### src/rtl/cram_diag_ctl.sv
// Front-end diagnostic controller for the 2K-word CRAM array.
// Builds 84-bit microwords from three 28-bit chunks, writes them to CRAM,
// reads CRAM words back, and muxes the CRAM address between the
// microsequencer (CRADR) and diagnostic access while the CPU is halted.
// Bit numbering of the microword: CRAM bit 0 is the MSB (cram_wdata[83]).
module cram_diag_ctl #(
  parameter int ADDR_MAX     = 2047,
  parameter int READ_LAT     = 1,
  parameter int HALT_TIMEOUT = 255,
  parameter int AUTOINC      = 1
) (
  input  logic        clk,
  input  logic        reset_n,
  input  logic        cpu_run,
  input  logic [11:0] CRADR,
  input  logic        diag_addr_ld,
  input  logic        diag_wr,
  input  logic [1:0]  diag_sel,
  input  logic [27:0] diag_data,
  input  logic        diag_commit,
  input  logic        diag_rd,
  input  logic [83:0] cram_rdata,
  output logic [27:0] diag_rdata,
  output logic [11:0] diag_addr,
  output logic        busy,
  output logic        done,
  output logic        err,
  output logic [11:0] cram_addr,
  output logic        cram_we,
  output logic [83:0] cram_wdata
);

  typedef enum logic [2:0] {
    S_IDLE      = 3'd0,
    S_WAIT_HALT = 3'd1,
    S_WRITE     = 3'd2,
    S_READ_WAIT = 3'd3,
    S_CAPTURE   = 3'd4,
    S_DONE      = 3'd5
  } state_t;

  localparam logic [11:0] ADDR_MAX_L = 12'(ADDR_MAX);
  localparam logic [15:0] TMO_L      = 16'(HALT_TIMEOUT);
  localparam logic [15:0] LAT_LAST_L = 16'(READ_LAT - 1);
  localparam logic        AUTOINC_L  = (AUTOINC != 0);

  state_t      state_q, state_d;
  logic [83:0] stage_q, stage_d;
  logic [83:0] rdbk_q, rdbk_d;
  logic [11:0] addr_q, addr_d;
  logic        err_q, err_d;
  logic [15:0] cnt_q, cnt_d;
  logic        pend_rd_q, pend_rd_d;
  logic        ok_q, ok_d;

  logic        idle;
  logic        any_cmd;
  logic        cmd_conflict;
  logic        cmd_start;
  logic        addr_bad;
  logic        timeout_hit;
  logic [15:0] cnt_inc;

  assign idle         = (state_q == S_IDLE);
  assign any_cmd      = diag_wr | diag_addr_ld | diag_commit | diag_rd;
  assign cmd_conflict = diag_commit & diag_rd;
  assign cmd_start    = idle & (diag_commit ^ diag_rd);
  assign addr_bad     = (diag_data[11:0] > ADDR_MAX_L);
  assign cnt_inc      = cnt_q + 16'd1;
  // A pending command that sees cpu_run=0 proceeds even on the last wait cycle.
  assign timeout_hit  = (state_q == S_WAIT_HALT) & cpu_run & (cnt_inc >= TMO_L);

  // State register
  always_ff @(posedge clk) begin
    if (!reset_n) begin
      state_q <= S_IDLE;
    end else begin
      state_q <= state_d;
    end
  end

  // Next-state logic
  always_comb begin
    state_d = state_q;
    case (state_q)
      S_IDLE: begin
        if (cmd_start) begin
          if (cpu_run)      state_d = S_WAIT_HALT;
          else if (diag_rd) state_d = S_READ_WAIT;
          else              state_d = S_WRITE;
        end
      end
      S_WAIT_HALT: begin
        if (!cpu_run)         state_d = pend_rd_q ? S_READ_WAIT : S_WRITE;
        else if (timeout_hit) state_d = S_DONE;
      end
      S_WRITE:     state_d = S_DONE;
      S_READ_WAIT: if (cnt_q >= LAT_LAST_L) state_d = S_CAPTURE;
      S_CAPTURE:   state_d = S_DONE;
      S_DONE:      state_d = S_IDLE;
      default:     state_d = S_IDLE;
    endcase
  end

  // Output logic
  always_comb begin
    busy       = (state_q != S_IDLE);
    done       = (state_q == S_DONE);
    cram_we    = (state_q == S_WRITE);
    cram_addr  = CRADR;
    if ((state_q == S_WRITE) || (state_q == S_READ_WAIT) || (state_q == S_CAPTURE)) begin
      cram_addr = addr_q;
    end
    cram_wdata = stage_q;
    diag_addr  = addr_q;
    err        = err_q;
    case (diag_sel)
      2'd0:    diag_rdata = rdbk_q[83:56];
      2'd1:    diag_rdata = rdbk_q[55:28];
      2'd2:    diag_rdata = rdbk_q[27:0];
      default: diag_rdata = 28'd0;
    endcase
  end

  // Datapath next-state: staging, readback, address, error, counters
  always_comb begin
    stage_d   = stage_q;
    rdbk_d    = rdbk_q;
    addr_d    = addr_q;
    err_d     = err_q;
    pend_rd_d = pend_rd_q;
    ok_d      = ok_q;
    cnt_d     = 16'd0;

    // The counter runs only while dwelling in a waiting state.
    if ((state_d == state_q) &&
        ((state_q == S_WAIT_HALT) || (state_q == S_READ_WAIT))) begin
      cnt_d = cnt_inc;
    end

    if (idle) begin
      if (diag_wr) begin
        case (diag_sel)
          2'd0:    stage_d[83:56] = diag_data;
          2'd1:    stage_d[55:28] = diag_data;
          2'd2:    stage_d[27:0]  = diag_data;
          default: stage_d        = stage_q;
        endcase
      end
      if (diag_addr_ld && !addr_bad) begin
        addr_d = diag_data[11:0];
        err_d  = 1'b0;
      end
      if (cmd_start) begin
        pend_rd_d = diag_rd;
        ok_d      = 1'b1;
      end
      // Error sources take priority over the clear from a legal address load.
      if ((diag_wr && (diag_sel == 2'd3)) || (diag_addr_ld && addr_bad) || cmd_conflict) begin
        err_d = 1'b1;
      end
    end else begin
      if (any_cmd) err_d = 1'b1;
    end

    if (timeout_hit) begin
      err_d = 1'b1;
      ok_d  = 1'b0;
    end

    if (state_q == S_CAPTURE) begin
      rdbk_d = cram_rdata;
    end

    if ((state_q == S_DONE) && ok_q && AUTOINC_L) begin
      addr_d = (addr_q >= ADDR_MAX_L) ? 12'd0 : addr_q + 12'd1;
    end
  end

  // Datapath registers
  always_ff @(posedge clk) begin
    if (!reset_n) begin
      stage_q   <= '0;
      rdbk_q    <= '0;
      addr_q    <= '0;
      err_q     <= 1'b0;
      cnt_q     <= '0;
      pend_rd_q <= 1'b0;
      ok_q      <= 1'b0;
    end else begin
      stage_q   <= stage_d;
      rdbk_q    <= rdbk_d;
      addr_q    <= addr_d;
      err_q     <= err_d;
      cnt_q     <= cnt_d;
      pend_rd_q <= pend_rd_d;
      ok_q      <= ok_d;
    end
  end

endmodule
### config.mk
export PLATFORM = sky130hd
export DESIGN_NAME = cram_diag_ctl
export DESIGN_NICKNAME = d
export VERILOG_FILES = /design/src/rtl/cram_diag_ctl.sv
export SDC_FILE = /design/constraint.sdc
export NUM_CORES = 1
export LEC_CHECK = 0
export BUFFER_PORTS_ARGS = -buffer_cell sky130_fd_sc_hd__buf_2
export CORE_MARGIN = 3
export CORE_UTILIZATION = 51
export CTS_CLUSTER_DIAMETER = 50
export DETAILED_ROUTE_END_ITERATION = 10
export PLACE_DENSITY_LB_ADDON = 0.12
export SLEW_MARGIN = 20
export SYNTH_ARGS = -nofsm -noshare
export SYNTH_HDL_FRONTEND = slang
export SYNTH_SLANG_ARGS = --single-unit
### constraint.sdc
create_clock -name clk -period 2.5 [get_ports clk]
set_input_delay 0.125 -clock clk [delete_from_list [all_inputs] [get_ports clk]]
set_output_delay 0.125 -clock clk [all_outputs]
set_load 0.05 [all_outputs]
# --- Word level (Yosys, flattened, before mapping) ---
# Cells that the tools add are included.
totals:
  rom_bits: 0
  wordCells: 80
  latchBits: 0
  in_bits: 133
  register_bits: 202
  n_memories: 0
  ramBits: 0
classes:
  eq_ne: 10
  shift: 0
  n_addsub: 2
  n_mux: 19
  div_mod_pow: 0
  magnitude_cmp: 4
  bitwise: 9
  multipliers: 0
  reduce_logical: 26
ops:
  columns: ["operator", "n"]
  rows:
  - ["28-bit case mux with 3 select lines", 1]
  - ["12-bit two-way mux", 5]
  - ["16-bit by 1-bit adder with 16-bit output (second input constant)", 1]
  - ["16-bit by 1-bit >= comparator with 1-bit output (second input constant)", 1]
  - ["16-bit by 8-bit >= comparator with 1-bit output (second input constant)", 1]
  - ["12-bit by 1-bit adder with 12-bit output (second input constant)", 1]
  - ["12-bit by 11-bit >= comparator with 1-bit output (second input constant)", 1]
  - ["12-bit by 11-bit greater-than comparator with 1-bit output (second input constant)", 1]
  - ["3-bit two-way mux", 4]
  - ["3-bit case mux with 4 select lines", 1]
  - ["3-bit AND reduction", 3]
  - ["2-bit AND reduction", 4]
  - ["1-bit two-way mux", 7]
  - ["3-bit by 2-bit equality test with 1-bit output (second input constant)", 2]
  - ["3-bit equality test (second input constant)", 2]
  - ["3-bit nonzero test", 2]
  - ["1-bit logical AND", 5]
  - ["1-bit logical OR", 5]
  - ["1-bit AND", 4]
  - ["2-bit equality test (second input constant)", 2]
  - ["4-bit by 1-bit inequality test with 1-bit output (second input constant)", 1]
  - ["2-bit nonzero test", 2]
  - ["2-bit OR reduction", 2]
  - ["3-bit by 1-bit equality test with 1-bit output (second input constant)", 1]
  - ["9 further kinds", 11]

# --- Longest topological paths before layout ---
# Gate-level depths: netlist of run 1.
logic_depth:
  depth_word: 9
  depth_mapped: 9

# --- Worst setup path before layout of run 1 ---
# Ideal clock, no wire load.
synth_timing:
  path_type: "input -> output"
  from: "input diag_sel[1]"
  to: "output diag_rdata[0]"
  cell_stages: 5
  arrival_time_ns: 2.136
  path_slack_ns: 0.239
  required_ns: 2.375
  n_path_buf: 3
  path_cell_list: "clkbuf_1 buf_2 buf_2 mux2i_1 o21ai_0"
synth_via:
  elab_chain_len: 2
synth_rtl:
  columns: ["element", "line_no", "source"]
  rows:
  - ["start: declaration", "18", "input logic [1:0] diag_sel,"]
  - ["2-bit equality test, or another cell as far along", "117", "case (diag_sel)"]
  - ["28-bit case mux with 3 select lines *", "117", null]
  - ["end: declaration", "23", "output logic [27:0] diag_rdata,"]
# Mark *: on every way between the ends. The rest lies on a longest branch, timed or not.

# --- Final worst setup path of run 1 ---
layout_timing:
  from: "register state_q[0]"
  to: "output cram_addr[9]"
layout_via:
  elab_chain_len: 4
layout_rtl:
  columns: ["element", "line_no", "source"]
  rows:
  - ["start: declaration", "47", "state_t state_q, state_d;"]
  - ["start signal: assignment", "78", "state_q <= state_d;"]
  - ["3-bit by 2-bit equality test with 1-bit output", "111", "if ((state_q == S_WRITE) || (state_q == S_READ_WAIT) || (state_q == S_CAPTURE)) begin"]
  - ["1-bit logical OR", "111", null]
  - ["1-bit logical OR *", "111", null]
  - ["12-bit two-way mux *", "111", null]
  - ["end: declaration", "28", "output logic [11:0] cram_addr,"]
# Marks and branches as above.

==> impl_metrics.tcl, run 1 <==
set metrics [dict create \
    outcome "finished clean" \
    track_usage_pct 26.9 \
    tightest_slew_ns 0.877 \
    drt_first_pass_iters 5 \
    reg2reg_depth 7 \
    synth_cells 1057 \
    crit_required_ns 2.38 \
    io_buffers 272 \
    initial_core_util_pct 52.3 \
    arrival_ns 2.18 \
    cts.reportedPaths.clkPinSlew_ns 0.06 \
    p_leak_nw 5.14 \
    drc 0 \
    cts_buffer_depth 3 \
    setup_viol 0 \
    peakVddDrop_mv 0.656 \
    grt_pass1_wl_microns 41000 \
    grt_pass1_vias 8245 \
    gp_congestion 0.851 \
    area_delta_synth_final_pct 40.7 \
    final.setup.tns_ns 0 \
    ys_ff_latch 202 \
    max_freq_mhz 435 \
    async_reset_ff_share_pct 0 \
    fillers 1226 \
    r2r_slack_ns 0.30 \
    num_io_pins 273 \
    crit_type "flop to output port" \
    yosysTopAreaCell "dfxtp_1" \
    synth_area_leaders "dfxtp_1, nand2_1, a21boi_0" \
    cts_sinks 202 \
    worstHoldEndpoint "diag_addr[9]" \
    die_area_sq_mm 0.0187 \
    post_cts_buffers 0 \
    path_max_fanout 12 \
    via_per_inst 5.17 \
    finalClockSkew_ns 0.0109 \
    path_cells "nand3b_1 > and2_2 > mux2_2 > buf_2" \
    wl_microns 26200 \
    ys_seq_area_share_pct 46.5 \
    num_rows 47 \
    p_per_area_mw_per_mm2 736 \
    synth_ff_type "dfxtp_1" \
    clk_latency_ns 0.51 \
    synth_top_cell_area_share_pct 46.5 \
    endpoint_kind "output port" \
    synth_edf_count 0 \
    period_minus_slack_ns 2.30 \
    yosys-top-cells-count "nand2_1, dfxtp_1, a21boi_0, clkbuf_1, o21ai_0" \
    nets 1559 \
    period_share_pct 92.0 \
    htreeDepth 1 \
    ys_warn_count 0 \
    num_vias 8591 \
    finalHoldViolCount 0 \
    synth_most_common_cell "nand2_1" \
    core_sq_mm 0.0166 \
    rr_endpoint "state_q[2]" \
    max_stage_delay_ns 0.54 \
    dp_hpwl_microns 16500 \
    slew_viol_final 0 \
    cts_made_buffers 24 \
    grt-ovfl-total 0 \
    maxCapViolations 0 \
    die_h_microns 137 \
    rsz0062_at_grt "no" \
    synthDistinctLibCells 56 \
    ant_nets 0 \
    min_path_type "input port to flop" \
    relSlewSlack_pct 41.5 \
    synth_area_per_cell_sq_um 8.23 \
    critPathSlowestCell "dfxtp_1" \
    min_from "reset_n" \
    clockRootBuffer "clkbuf_16" \
    wl_per_cell_microns 15.8 \
    antenna_found_initial 3 \
    drt_iter0_drc 499 \
    holdPathStages 2 \
    cts_tree "built" \
    timing.rr.start "cnt_q[0]" \
    synth_area_sq_mm 0.00870 \
    drive_above_1_share_pct 24.5 \
    dieWidth_microns 137 \
    grt_max_degree 85 \
    power_mw 9.01 \
    critPathLaunchType "flop" \
]
-- cells by family after synthesis --
family,share of synthesized area (%)
flops,46.5
fa+ha+maj,0.575
xor+xnor,1.21
other cells,0.0431
buf+inv,3.58
mux,5.35
simple gates,22.6
compound gates,20.2
-- stage by stage --
step | hold WS [ns] | utilization, % | instances | setup slack, ns | cell area [sq um]
final | 0.0802 | 73.6 | 1662 | 0.199 | 12200
after global routing | 0.0855 | 73.6 | 1662 | 0.0519 | 12200
after CTS | 0.0649 | 73.5 | 1660 | 0.137 | 12200
after detailed placement | 0.385 | 61.5 | 1502 | 0.330 | 10200
after global placement | 0.376 | 61.5 | 1502 | 0.418 | 10200
after floorplan | 0.260 | - | 1064 | 0.239 | 8730
-- metal layers --
metal  wire length, microns  GRT usage (%)  vias to the layer above
met5                     13              0                        -
met4                    617           8.34                        2
met3                   1880           5.18                       49
met2                  12800           46.5                      323
met1                  10900           33.9                     3974
li1                       -              -                     4243
-- what timing repair did --
item | CTS | global route
setup endpoints to repair | 12 | 6
hold buffers | 114 | 0
endpoints found under the hold margin | 171 | 0
resized for setup | 1 | 1
gates cloned | 0 | 0
-- critical path, delay by kind of cell (launching register included) --
family        cells  cell delay (ns)
flops             1             0.54
simple gates      2             0.54
mux               1             0.37
buf+inv           1             0.21
-- sequential cells by signal, indices dropped and copies added (netlist names) --
register    flops
state_q         3
cram_wdata     84
cnt_q          16
ok_q            1
diag_addr      12
err             1
pend_rd_q       1
rdbk_q         84
-- power breakdown --
part,total (mW),internal [mW],switching [mW]
Sequential,3.57,3.42,0.143
Combinational,1.72,0.585,1.14
Clock,3.72,2.35,1.37
Total,9.01,6.35,2.65
-- cell usage in the layout (no fill, tap or decap), drive strengths merged, types with 3 or more instances in the layout --
master and n:
nand2 387, buf 289, dfxtp 202, a21boi 171
dlygate4sd3 114, o21ai 44, mux2i 33, clkbuf 32
nor2 22, mux2 12, and2 10, nand3 9
conb 8, nor2b 7, nand4 6, xnor2 6
xor2 6, a21oi 6, inv 6, nor3 6
o22ai 5, and3 5, nand3b 4, ha 4
bufinv 4, nor4 4, a22oi 3, nand2b 3
clkinvlp 3, clkinv 3
-- worst max path at each step --
stage / cells past startpoint / to / slack [ns] / start
2_1_floorplan: 5 / diag_rdata[0] / 0.24 / diag_sel[1]
5_1_grt: 4 / cram_addr[4] / 0.05 / state_q[0]
3_5_place_dp: 7 / state_q[2] / 0.33 / cnt_q[0]
6_report: 4 / cram_addr[9] / 0.20 / state_q[0]
4_1_cts: 5 / cram_addr[9] / 0.14 / state_q[1]
3_3_place_gp: 7 / cnt_q[6] / 0.42 / cnt_q[0]
-- cell type report --
type | instances | area (sq um) | area share [%]
Clock buffer | 32 | 682 | 5.57
Multi-Input combinational cell | 787 | 4380 | 35.8
Inverter | 4 | 15.0 | 0.123
Sequential cell | 202 | 4050 | 33.0
Tap cell | 220 | 275 | 2.25
Timing Repair Buffer | 403 | 2660 | 21.7
Clock inverter | 12 | 183 | 1.49
Antenna cell | 2 | 5.00 | 0.0409
Power figures use the tool's default switching activity.
==> run 2: changes to the inputs <==
Settings changed: CORE_ASPECT_RATIO set to 1.25.
==> run 2 against run 1 <==
Clock power is 19% lower; maximum frequency about the same; cell area down 1.6%; combinational power about the same; register-to-register slack about the same; critical path depth rose by 1; core utilization is 0.41 points lower; first-iteration DRC count is 6.2% higher; die area barely moved; clock skew fell by 0.0043 ns; final cell count fell by 0.96%; flip-flop and latch count unchanged; largest power group is now sequential cells; highest routed layer is now met4.
==> impl_metrics.tcl, run 2 (synthesis gave the netlist of run 1 again) <==
set metrics [dict create \
    dieWidth_microns 123 \
    gp_congestion 0.885 \
    layout_common_cells "nand2_1, buf_2, dfxtp_1, a21boi_0, dlygate4sd3_1" \
    internal_power_mw 5.79 \
    peakVddDrop_mv 0.666 \
    initial_core_util_pct 52.9 \
    via_per_inst 5.14 \
    core_sq_mm 0.0165 \
    layout_commonest_cell "nand2_1" \
    switching_power_mw 2.52 \
    grt_max_degree 103 \
    nets 1553 \
    p_per_area_mw_per_mm2 690 \
    cts_made_buffers 21 \
    htreeDepth 1 \
    crit_type "flop to output port" \
    relSlewSlack_pct 42.4 \
    p_sw_share_pct 30.3 \
    min_from "diag_wr" \
    cts.reportedPaths.clkPinSlew_ns 0.06 \
    timing.rr.start "cnt_q[0]" \
    min_path_type "input port to flop" \
    area_delta_synth_final_pct 38.4 \
    wl_microns 25900 \
    rsz0062_at_grt "no" \
    finalHoldViolCount 0 \
    critPathLaunchType "flop" \
    cts_buffer_depth 3 \
    slew_viol_final 0 \
    diodes 0 \
    multi_input_area_sq_mm 0.00438 \
    fillers 1272 \
    seq_power_share_pct 42.9 \
    die_area_sq_mm 0.0187 \
    maxCapViolations 0 \
    drt_iter0_drc 530 \
    num_vias 8460 \
    outcome "finished clean" \
    cp-startpoint "state_q[1]" \
    dp_hpwl_microns 16400 \
    final.setup.tns_ns 0 \
    combPwrFrac_pct 20.8 \
    p_clk_share_pct 36.4 \
    grt-ovfl-total 0 \
    clk_latency_ns 0.49 \
    num_io_pins 273 \
    io_buffers 272 \
    regArea_sq_mm 0.00404 \
    grt_pass1_wl_microns 41800 \
    die_h_microns 152 \
    track_usage_pct 27.0 \
    power_mw 8.31 \
    clockRootBuffer "clkbuf_16" \
    wl_per_cell_microns 15.7 \
    drc 0 \
    endpoint_kind "output port" \
    ant_nets 0 \
    setup_viol 0 \
    grt_pass1_vias 8512 \
    antenna_found_initial 0 \
    cts_tree "built" \
    drive_above_1_share_pct 23.9 \
    period_share_pct 92.0 \
    tightest_slew_ns 0.863 \
    cts_sinks 202 \
    finalClockSkew_ns 0.00659 \
    max_freq_mhz 435 \
    crit_required_ns 2.38 \
    drt_first_pass_iters 5 \
    path_max_fanout 12 \
    period_minus_slack_ns 2.30 \
    arrival_ns 2.18 \
    num_rows 52 \
    p_leak_nw 5.06 \
]
-- run 2: changes by cell type in the layout (fill, tap and decap cells not counted), sizes merged --
cell / previous run / this run
buf: 289 / 286
bufinv: 4 / 1
clkbuf: 32 / 29
clkinvlp: 3 / 0
clkinv: 3 / 5
diode: 2 / 0
-- run 2: per-layer routing --
layer	share of wire [%]	track usage [%]	vias to the layer above
met1	39	31.4	3860
met4	3.9	10.8	0
li1	-	-	4227
met2	49	46.9	305
met3	7.8	6.51	68
met5	0	0	-
-- run 2: cell type report --
cell class | count | share of cell area (%)
Clock inverter | 8 | 0.634
Timing Repair Buffer | 400 | 22.1
Sequential cell | 202 | 33.6
Multi-Input combinational cell | 787 | 36.4
Clock buffer | 29 | 4.94
Tap cell | 216 | 2.24
Inverter | 4 | 0.125
-- run 2: what timing repair did --
item                                    4_1_cts  5_1_grt
endpoints found under the hold margin       170        0
hold buffers                                114        0
buffers inserted                              0        0
endpoints found under the setup margin        0       13
resized for setup                             0        2
-- run 2: power groups by stage --
stage	registers [mW]	logic, mW	clock network [mW]
after global placement	3.62	1.56	0
after CTS	3.56	1.72	3.09
final	3.56	1.72	3.02
after global routing	3.59	1.86	3.22
after floorplan	3.84	0.894	0
after detailed placement	3.63	1.58	0
-- run 2: worst paths after layout --
| check | endpoint | cells after the start | slack [ns] |
|---|---|---|---|
| worst max-delay path | cram_addr[9] | 5 | 0.20 |
| worst min-delay path | err | 4 | 0.12 |
| worst max register to register | cnt_q[6] | 7 | 0.29 |
| worst min register to register | cram_wdata[73] | 2 | 0.45 |
-- run 2: through the flow --
step	std cells	cell area (sq um)	setup WS [ns]	hold WS, ns	utilization (%)
finish	1646	12000	0.200	0.122	73.2
global route	1646	12000	0.0290	0.160	73.2
CTS	1646	12000	0.00620	0.119	73.2
detailed placement	1495	10200	0.303	0.386	62.1
global placement	1495	10200	0.379	0.377	62.1
floorplan	1064	8730	0.239	0.260	-
-- run 2: worst max-delay path, stage by stage, from the launching register on --
cell and delay, ns:
dfxtp_1 0.50, inv_1 0.12, nand3b_1 0.13, and2_2 0.35, mux2_2 0.37, buf_2 0.21
==> run 3: changes to the inputs <==
Settings changed: ABC_AREA set to 1.
==> run 3 against run 2 <==
Wire length up 2.8%; combinational power up 24%; count of clock-buffer cells in the layout up 2; power up 7.3%; worst setup slack better by 0.023 ns; flip-flop and latch count unchanged; maximum frequency up 1.0%; critical endpoint is now cram_addr[5]; largest power group unchanged.
==> impl_metrics.tcl, run 3 <==
set metrics [dict create \
    ys_warn_count 0 \
    maxCapViolations 0 \
    crit_top_cell "inv_2" \
    synth_top_cell_area_share_pct 48.5 \
    period_share_pct 91.1 \
    yosys-top-cells-count "nor2_1, dfxtp_1, o21ai_0, nand2_1, nand3_1" \
    rr_endpoint "diag_addr[4]" \
    crit_required_ns 2.38 \
    finalInstanceArea_sq_mm 0.0116 \
    hold_ws_ns 0.0154 \
    core_sq_mm 0.0158 \
    endpoint_kind "output port" \
    finalClockSkew_ns 0.0178 \
    via_per_inst 5.12 \
    critPathLaunchType "flop" \
    power_mw 8.92 \
    cts_tree "built" \
    dieWidth_microns 120 \
    synthDistinctLibCells 34 \
    max_freq_mhz 439 \
    clk_latency_ns 0.50 \
    setup_viol 0 \
    reg2reg_depth 8 \
    wl_per_cell_microns 15.0 \
    drt_iter0_drc 725 \
    layout_common_cells "nor2_1, buf_2, dfxtp_1, o21ai_0, nand2_1" \
    die_area_sq_mm 0.0179 \
    synth_area_leaders "dfxtp_1, nor2_1, o21ai_0" \
    max_stage_delay_ns 0.43 \
    r2r_slack_ns 0.54 \
    synth_ff_type "dfxtp_1" \
    dpl.cell_count 1619 \
    diodes 0 \
    area_delta_synth_final_pct 39.5 \
    fillers 1270 \
    yosysTopAreaCell "dfxtp_1" \
    path_max_fanout 13 \
    cts_buffer_depth 3 \
    grt-ovfl-total 0 \
    layout_setup_ws_ns 0.223 \
    period_minus_slack_ns 2.28 \
    clockRootBuffer "clkbuf_16" \
    async_reset_ff_share_pct 0 \
    rsz0062_at_grt "no" \
    min_from "diag_data[0]" \
    finish.utilization_pct 73.5 \
    num_vias 9055 \
    crit_buf_inv 4 \
    synth_cells 1182 \
    grt_pass1_vias 8698 \
    antenna_found_initial 0 \
    cts_made_buffers 20 \
    synth_most_common_cell "nor2_1" \
    track_usage_pct 28.6 \
    arrival_ns 2.15 \
    outcome "finished clean" \
    dpl_cell_area_sq_mm 0.00982 \
    place_worst_setup_slack_ns 0.615 \
    grt_pass1_wl_microns 42800 \
    crit_type "flop to output port" \
    slew_viol_final 0 \
    drt_first_pass_iters 5 \
    synth_edf_count 0 \
    grt_max_degree 176 \
    htreeDepth 1 \
    gp_congestion 0.907 \
    ys_ff_latch 202 \
    synth_area_per_cell_sq_um 7.05 \
    peakVddDrop_mv 0.527 \
    p_leak_nw 5.70 \
    synth_area_sq_mm 0.00834 \
    post_cts_buffers 0 \
    ant_nets 0 \
    min_path_type "input port to flop" \
    path_cells "inv_2 > nor2_4 > inv_2 > nand2_1 > clkinvlp_4 > o21ai_0 > buf_2" \
    nets 1681 \
    drc 0 \
    ys_seq_area_share_pct 48.5 \
    num_rows 51 \
    num_io_pins 273 \
    relSlewSlack_pct 42.1 \
    cts.reportedPaths.clkPinSlew_ns 0.06 \
    critPathSlowestCell "dfxtp_1" \
    tightest_slew_ns 0.869 \
    path_delay_family "buffers and inverters" \
    holdPathStages 3 \
    p_per_area_mw_per_mm2 767 \
    layout_commonest_cell "nor2_1" \
    io_buffers 272 \
    die_h_microns 149 \
    drive_above_1_share_pct 22.4 \
    finalHoldViolCount 0 \
    final-instance-count-excl-fill 1769 \
    cts_sinks 202 \
    timing.rr.start "diag_addr[1]" \
    worstHoldEndpoint "cram_wdata[56]" \
    final.setup.tns_ns 0 \
    dp_hpwl_microns 16000 \
    wl_microns 26600 \
    initial_core_util_pct 52.7 \
]
## run 3: repair_timing
action	in CTS	in global routing
endpoints found under the setup margin	0	11
hold endpoints to repair	174	0
hold buffers	114	0
gates resized for setup	0	2
## run 3: worst max path at each step
stage | slack [ns] | end | start | depth (start not counted)
after CTS | 0.15 | cram_addr[11] | state_q[1] | 9
after global placement | 0.70 | cnt_q[0] | cnt_q[0] | 13
after floorplan | 0.09 | cram_addr[0] | state_q[1] | 8
after global routing | 0.04 | cram_addr[5] | state_q[1] | 8
after detailed placement | 0.61 | cnt_q[1] | cnt_q[1] | 13
final | 0.22 | cram_addr[5] | state_q[2] | 7
## run 3: per-layer routing
| metal | vias to the layer above | global-route usage [%] | share of wire [%] |
|---|---|---|---|
| met5 | - | 0 | 0 |
| met4 | 0 | 11.1 | 3.4 |
| met3 | 68 | 7.17 | 8.1 |
| met2 | 366 | 49.0 | 48 |
| met1 | 4118 | 34.7 | 40 |
| li1 | 4503 | - | - |
## run 3: layout make-up
| cell class | count | area (sq um) | area share [%] |
|---|---|---|---|
| Sequential cell | 202 | 4040 | 34.8 |
| Multi-Input combinational cell | 868 | 3850 | 33.1 |
| Timing Repair Buffer | 395 | 2580 | 22.2 |
| Clock buffer | 31 | 582 | 5.00 |
| Tap cell | 212 | 265 | 2.28 |
| Inverter | 56 | 214 | 1.84 |
| Clock inverter | 4 | 81.3 | 0.699 |
| Timing Repair inverter | 1 | 7.51 | 0.0645 |
## run 3: kinds of logic after synthesis
group	share of synthesized area (%)
buf+inv	5.72
flops	48.5
compound gates	13.4
xor+xnor	0.315
simple gates	31.4
other cells	0.0450
fa+ha+maj	0.600
## run 3: worst register-to-register path, delay by kind of cell, from the launching register on
kind	cells	cell delay (ns)
compound gates	1	0.07
fa+ha+maj	1	0.19
simple gates	6	1.15
flops	1	0.41
## run 3: power by group
group / internal (mW) / switching [mW]
Sequential: 3.55 / 0.183
Combinational: 0.596 / 1.55
Clock: 1.81 / 1.23
